File: src/rtl/program_loader_8085.sv
// program_loader_8085: boot-time loader for processor_8085_multi.
// Receives a framed byte stream (HEADER, LEN, LEN payload bytes, CHECKSUM)
// over a valid/ready handshake and writes the payload into program memory
// starting at START_ADDR. Once the 8-bit checksum verifies, it releases the
// processor from reset so that the processor starts fetching at pc=0.
module program_loader_8085 #(
   parameter int          ADDR_WIDTH = 8,
   parameter int          START_ADDR = 0,
   parameter logic [7:0]  HEADER     = 8'hA5
) (
   input  logic                  clk,
   input  logic                  reset,
   input  logic [7:0]            in_data,
   input  logic                  in_valid,
   output logic                  in_ready,
   input  logic                  start,
   output logic                  mem_we,
   output logic [ADDR_WIDTH-1:0] mem_addr,
   output logic [7:0]            mem_wdata,
   output logic                  cpu_reset,
   output logic                  load_done,
   output logic                  load_error,
   output logic [7:0]            byte_count
);

   typedef enum logic [2:0] {
      IDLE,
      LEN,
      DATA,
      CHK,
      DONE,
      ERROR
   } state_t;

   localparam logic [ADDR_WIDTH-1:0] START = ADDR_WIDTH'(START_ADDR);

   state_t     state;
   state_t     state_next;
   logic [7:0] frame_len;
   logic [7:0] sum;
   logic       accept;

   assign accept = in_valid && in_ready;

   // State register; reset always returns the loader to hunting for a header.
   always_ff @(posedge clk) begin
      if (reset) begin
         state <= IDLE;
      end else begin
         state <= state_next;
      end
   end

   // Frame parser: advances one field per accepted byte, holds on idle cycles.
   always_comb begin
      state_next = state;
      case (state)
         IDLE: begin
            if (accept && in_data == HEADER) begin
               state_next = LEN;
            end
         end
         LEN: begin
            if (accept) begin
               state_next = (in_data == 8'd0) ? ERROR : DATA;
            end
         end
         DATA: begin
            if (accept && (byte_count + 8'd1) == frame_len) begin
               state_next = CHK;
            end
         end
         CHK: begin
            if (accept) begin
               state_next = (8'(sum + in_data) == 8'd0) ? DONE : ERROR;
            end
         end
         DONE: begin
            if (start) begin
               state_next = IDLE;
            end
         end
         ERROR: begin
            if (start) begin
               state_next = IDLE;
            end
         end
         default: begin
            state_next = IDLE;
         end
      endcase
   end

   // Status outputs are pure functions of the state, so cpu_reset drops on the very edge that enters DONE.
   always_comb begin
      in_ready   = (state == IDLE) || (state == LEN) || (state == DATA) || (state == CHK);
      load_done  = (state == DONE);
      load_error = (state == ERROR);
      cpu_reset  = (state != DONE);
   end

   // Datapath: a payload byte is presented to memory one cycle after acceptance, and the address advances after each write.
   always_ff @(posedge clk) begin
      if (reset) begin
         frame_len  <= 8'd0;
         sum        <= 8'd0;
         byte_count <= 8'd0;
         mem_addr   <= START;
         mem_we     <= 1'b0;
         mem_wdata  <= 8'd0;
      end else begin
         mem_we <= 1'b0;
         if (mem_we) begin
            mem_addr <= mem_addr + ADDR_WIDTH'(1);
         end
         case (state)
            LEN: begin
               if (accept) begin
                  frame_len  <= in_data;
                  mem_addr   <= START;
                  sum        <= 8'd0;
                  byte_count <= 8'd0;
               end
            end
            DATA: begin
               if (accept) begin
                  mem_we     <= 1'b1;
                  mem_wdata  <= in_data;
                  sum        <= sum + in_data;
                  byte_count <= byte_count + 8'd1;
               end
            end
            DONE: begin
               if (start) begin
                  byte_count <= 8'd0;
               end
            end
            default: begin
            end
         endcase
      end
   end

endmodule
File: config.mk
export PLATFORM = sky130hd
export DESIGN_NAME = program_loader_8085
export DESIGN_NICKNAME = d
export VERILOG_FILES = /design/src/rtl/program_loader_8085.sv
export SDC_FILE = /design/constraint.sdc
export NUM_CORES = 1
export LEC_CHECK = 0
export ABC_CLOCK_PERIOD_IN_PS = 3900
export BUFFER_PORTS_ARGS = -buffer_cell sky130_fd_sc_hd__buf_2
export CORE_MARGIN = 10
export CORE_UTILIZATION = 45
export CTS_CLUSTER_DIAMETER = 120
export DETAILED_ROUTE_END_ITERATION = 10
export GPL_ROUTABILITY_DRIVEN = 0
export HOLD_SLACK_MARGIN = 0.06
export PLACE_DENSITY = 0.66
export SYNTH_ARGS = -nofsm -noshare
export SYNTH_HDL_FRONTEND = slang
export SYNTH_SLANG_ARGS = --single-unit
export TNS_END_PERCENT = 20
File: constraint.sdc
create_clock -name clk -period 3.9 [get_ports clk]
set_input_delay 0.78 -clock clk [delete_from_list [all_inputs] [get_ports clk]]
set_output_delay 0.78 -clock clk [all_outputs]
set_load 0.005 [all_outputs]
Word level (Yosys, flattened, before mapping):

Cells that the tools add are included.

* flip-flop bits (word level): 44
* input bits: 12
* output and inout bits: 29
* logic and storage cells: 62

* add/sub/neg operators: 3
* equal/unequal tests: 15
* multiplexer cells: 18
* bitwise gates (word level): 1
* reductions and logical operators: 18

Operators with widths (number)
* $mux 8: 7
* $pmux 8 s3: 1
* $mux 3: 6
* $add 8x1->8 const B: 2
* $logic_not 8->1: 2
* $pmux 8 s2: 1
* $pmux 3 s5: 1
* $ne 2x2->1 const B: 6
* $add 8x8->8: 1
* $eq 8x8->1: 1
* $eq 8x8->1 const B: 1
* $eq 3x2->1 const B: 2
* $eq 3x3->1 const B: 2
* $reduce_and 5->1: 1
* $reduce_and 2->1: 2
* $reduce_and 4->1: 1
* $reduce_or 2->1: 2
* $eq 3x1->1 const B: 1
* $logic_and 1x1->1: 3
* $logic_not 3->1: 1
* $logic_or 1x1->1: 3
* $ne 3x3->1 const B: 1
* $reduce_and 3->1: 1
* $reduce_bool 3->1: 1
* 4 further kinds: 5

Longest topological paths before layout:

* depth after elaboration: 8
* mapped depth: 8
* depth with buffers taken out: 8

Worst setup path before layout:

No wires, ideal clock.

* kind: input port to flip-flop
* start: input in_data[0]
* end: register state[0]
* library setup time: 0.130 ns
* arrival time: 2.249 ns
* data required time: 3.770 ns
* slack: 1.521 ns
* stages: 7
* cell sequence: ha_1 -> fa_1 -> a211oi_1 -> nor2_1 -> xor2_1 -> nor4b_1 -> a31oi_1

* cells in the longest elaborated chain, start to end: 5

Ends and longest elaborated chain
* start: declaration: RTL line 13 `input logic [7:0] in_data,`
* $add 8x8->8: RTL line 75 `state_next = (8'(sum + in_data) == 8'd0) ? DONE : ERROR;`
* $logic_not 8->1: RTL line 75
* $mux 1: RTL line 75
* $mux 3: RTL line 74 `if (accept) begin`
* $pmux 3 s5: RTL line 57 `case (state)`
* end signal: assignment: RTL line 50 `state <= state_next;`
* end: declaration: RTL line 37 `state_t state;`

Several ways; a longest one is shown, not always the timed one. The select of a mux whose other input is x is not followed.
A chain may end at the register's enable or synchronous reset.

Worst setup path after layout:

Ends and elaborated chain as after synthesis.

==> flow_metrics.py <==
metrics = {
    "run_status": {
        "outcome": "finished clean",
    },
    "yosys": {
        "avgSynthCellArea_um2": 8.474,
        "dominantRegCellSynth": "dfxtp_1",
        "async_reset_ff_share_pct": 0,
        "synth.net_count": 295,
        "synthDistinctLibCells": 50,
        "yosysSeqAreaShare_pct": 38.07,
        "synth_edf_count": 0,
        "yosysWarnings": 0,
        "netlist_area_mm2": 0.002313,
        "ys_seq_elements": 44,
        "synthCells": 273,
    },
    "clock_network": {
        "cts_max_level": 2,
        "cts_resized": 0,
        "cts_buffers": 5,
        "postCtsHoldBufs": 0,
        "cts_tree": "done",
        "cts_buffer_depth": 2,
        "clock_sinks": 44,
        "cts.clk_slew.worst_paths_ns": 0.09,
        "clockRootBuffer": "clkbuf_8",
        "clock_latency_ns": 0.30,
        "cts_setup_buffers": 0,
    },
    "floorplanning": {
        "io_pins": 41,
        "die_width_um": 91.70,
        "fp.dieArea_mm2": 0.008409,
        "fp.coreArea_mm2": 0.005042,
        "rows": 26,
        "start_util_pct": 45.88,
        "die_y_um": 91.70,
    },
    "timing": {
        "finalHoldViolations": 0,
        "drv_slew": 0,
        "min_period_ns": 2.368,
        "fin_crit_sh_pct": 60.71,
        "rsz0062_at_grt": "false",
        "fin_worst_skew_ns": 0.007211,
        "tightest_slew_ns": 0.8077,
        "relSlewSlack_pct": 45.74,
        "setup_viol": 0,
        "fin_setup_tns_ns": 0,
        "fmax_ghz": 0.4223,
    },
    "flow_run": {
        "drv_cap": 0,
    },
    "route": {
        "routed_wl_um": 5660,
        "via_per_inst": 5.344,
        "drt_iter0_drc": 87,
        "wire_per_inst_um": 15.09,
        "drc": 0,
        "dr.pass1.iters": 4,
        "vias": 2004,
        "drtAntennaViolNets": 0,
    },
    "placed_design": {
        "hpwl_um": 4130,
        "dpl-instance-area_mm2": 0.002512,
        "io_buffer_count": 40,
        "dp.cells": 368,
    },
    "grt": {
        "grt_pass1_wl_um": 9756,
        "grt_pass1_vias": 2010,
        "grt_max_degree": 31,
        "gr-usage-all-layers_pct": 14.00,
        "overflow": 0,
        "antenna_found_initial": 0,
    },
    "finish": {
        "n_antenna_cell": 0,
        "final_area_mm2": 0.002594,
        "regArea_um2": 880.8,
        "mostFrequentLayoutCell": "dfxtp_1",
        "final_nets": 327,
        "instances_no_fill": 375,
        "multi_input_area_mm2": 0.001318,
        "final_cell_mix": "dfxtp_1, nand2_1, buf_2, a21oi_1, nor2_1",
        "syn_to_final_growth_pct": 12.11,
        "fillCellCount": 503,
        "layout-drive-gt1-share_pct": 18.03,
    },
    "worst_setup_path": {
        "arrival_ns": 2.55,
        "critPathLaunchType": "input pin",
        "path_max_fanout": 5,
        "worst_ep_required_time_ns": 4.08,
        "path_class": "in2reg",
        "worstSetupEndpointType": "flop",
    },
    "power": {
        "vdd_drop_max_v": 0.0001727,
        "power_density_mw_per_mm2": 298.6,
        "power_leakage_nw": 1.070,
    },
    "hold_path": {
        "hp-class": "reg2reg",
    },
}
## report_power, final
| part | switching [W] | internal, W |
|---|---|---|
| Clock | 0.000162 | 0.000122 |
| Sequential | 0.000000672 | 0.000449 |
| Combinational | 0.0000272 | 0.0000137 |
| Total | 0.000190 | 0.000585 |
## metal layers
metal  wire, um  share of wire (%)  vias to the layer above  global-route usage (%)
met2       2668                 47                       36                   23.52
li1           -                  -                     1022                       -
met5          0                  0                        -                       0
met1       2640                 47                      938                   16.56
met3        286                5.1                        8                   4.890
met4         65                1.1                        0                   3.856
## registers in the layout, summed over array words and instances (netlist names)
signal / flops
mem_we: 1
sum: 8
frame_len: 8
byte_count: 8
mem_wdata: 8
mem_addr: 8
state: 3
## metrics by stage
step,worst slack (ns),total power [W],utilization (%),hold slack (ns)
after floorplan,1.521,0.0004847,-,0.4465
after global placement,1.297,0.0005009,49.83,0.4460
after detailed placement,1.230,0.0005015,49.83,0.4466
after global routing,1.452,0.0008121,51.44,0.4811
after CTS,1.523,0.0007836,51.44,0.4605
final,1.532,0.0007745,51.44,0.4600
## cells by family after synthesis
logic type / after synthesis / share of synthesized area [%]
multiplexers: 2 / 0.8654
AO/OA/AOI/OAI: 64 / 18.06
flip-flops: 44 / 38.07
buffers and inverters: 21 / 4.976
adder cells (fa/ha/maj): 10 / 5.733
AND/OR/NAND/NOR: 107 / 22.82
XOR/XNOR: 25 / 9.465
## synthesized netlist by cell type (3+ instances only)
cell type   n  area share [%]
dfxtp_1    44              38
nand2_1    40             6.5
a21oi_1    27             5.8
nor2_1     25             4.1
xnor2_1    13             4.9
xor2_1     12             4.5
ha_1        9             4.9
a22o_1      8             3.0
o21ai_0     7             1.5
a31oi_1     6             1.6
buf_2       5             1.1
clkbuf_1    5            0.81
inv_1       5            0.81
nand4_1     5             1.4
nor3_1      5             1.1
and3_1      4             1.1
buf_4       4             1.3
a211oi_1    3            0.97
nand3_1     3            0.65
nor2b_1     3            0.81
nor4_1      3            0.81
or3_1       3            0.81
## critical path, cell delays in order
cell      delay [ns]
buf_2           0.13
ha_1            0.22
fa_1            0.40
a211oi_1        0.29
nor2_1          0.10
xor2_1          0.16
nor4b_1         0.32
a31oi_1         0.13
## layout make-up
| type | count | share of cell area [%] |
|---|---|---|
| Clock inverter | 2 | 0.4824 |
| Multi-Input combinational cell | 208 | 50.80 |
| Inverter | 5 | 0.7236 |
| Clock buffer | 5 | 2.653 |
| Tap cell | 70 | 3.377 |
| Sequential cell | 44 | 33.96 |
| Timing Repair Buffer | 41 | 8.008 |
## final timing paths
kind	end	depth (start not counted)	startpoint	slack (ns)
min	mem_wdata[4]	2	mem_wdata[4]	0.46
min reg2reg	mem_wdata[4]	2	mem_wdata[4]	0.46
max	state[0]	8	in_data[0]	1.53
max reg2reg	state[0]	6	byte_count[0]	1.71
No activity file was read; power rests on OpenSTA's default activity.
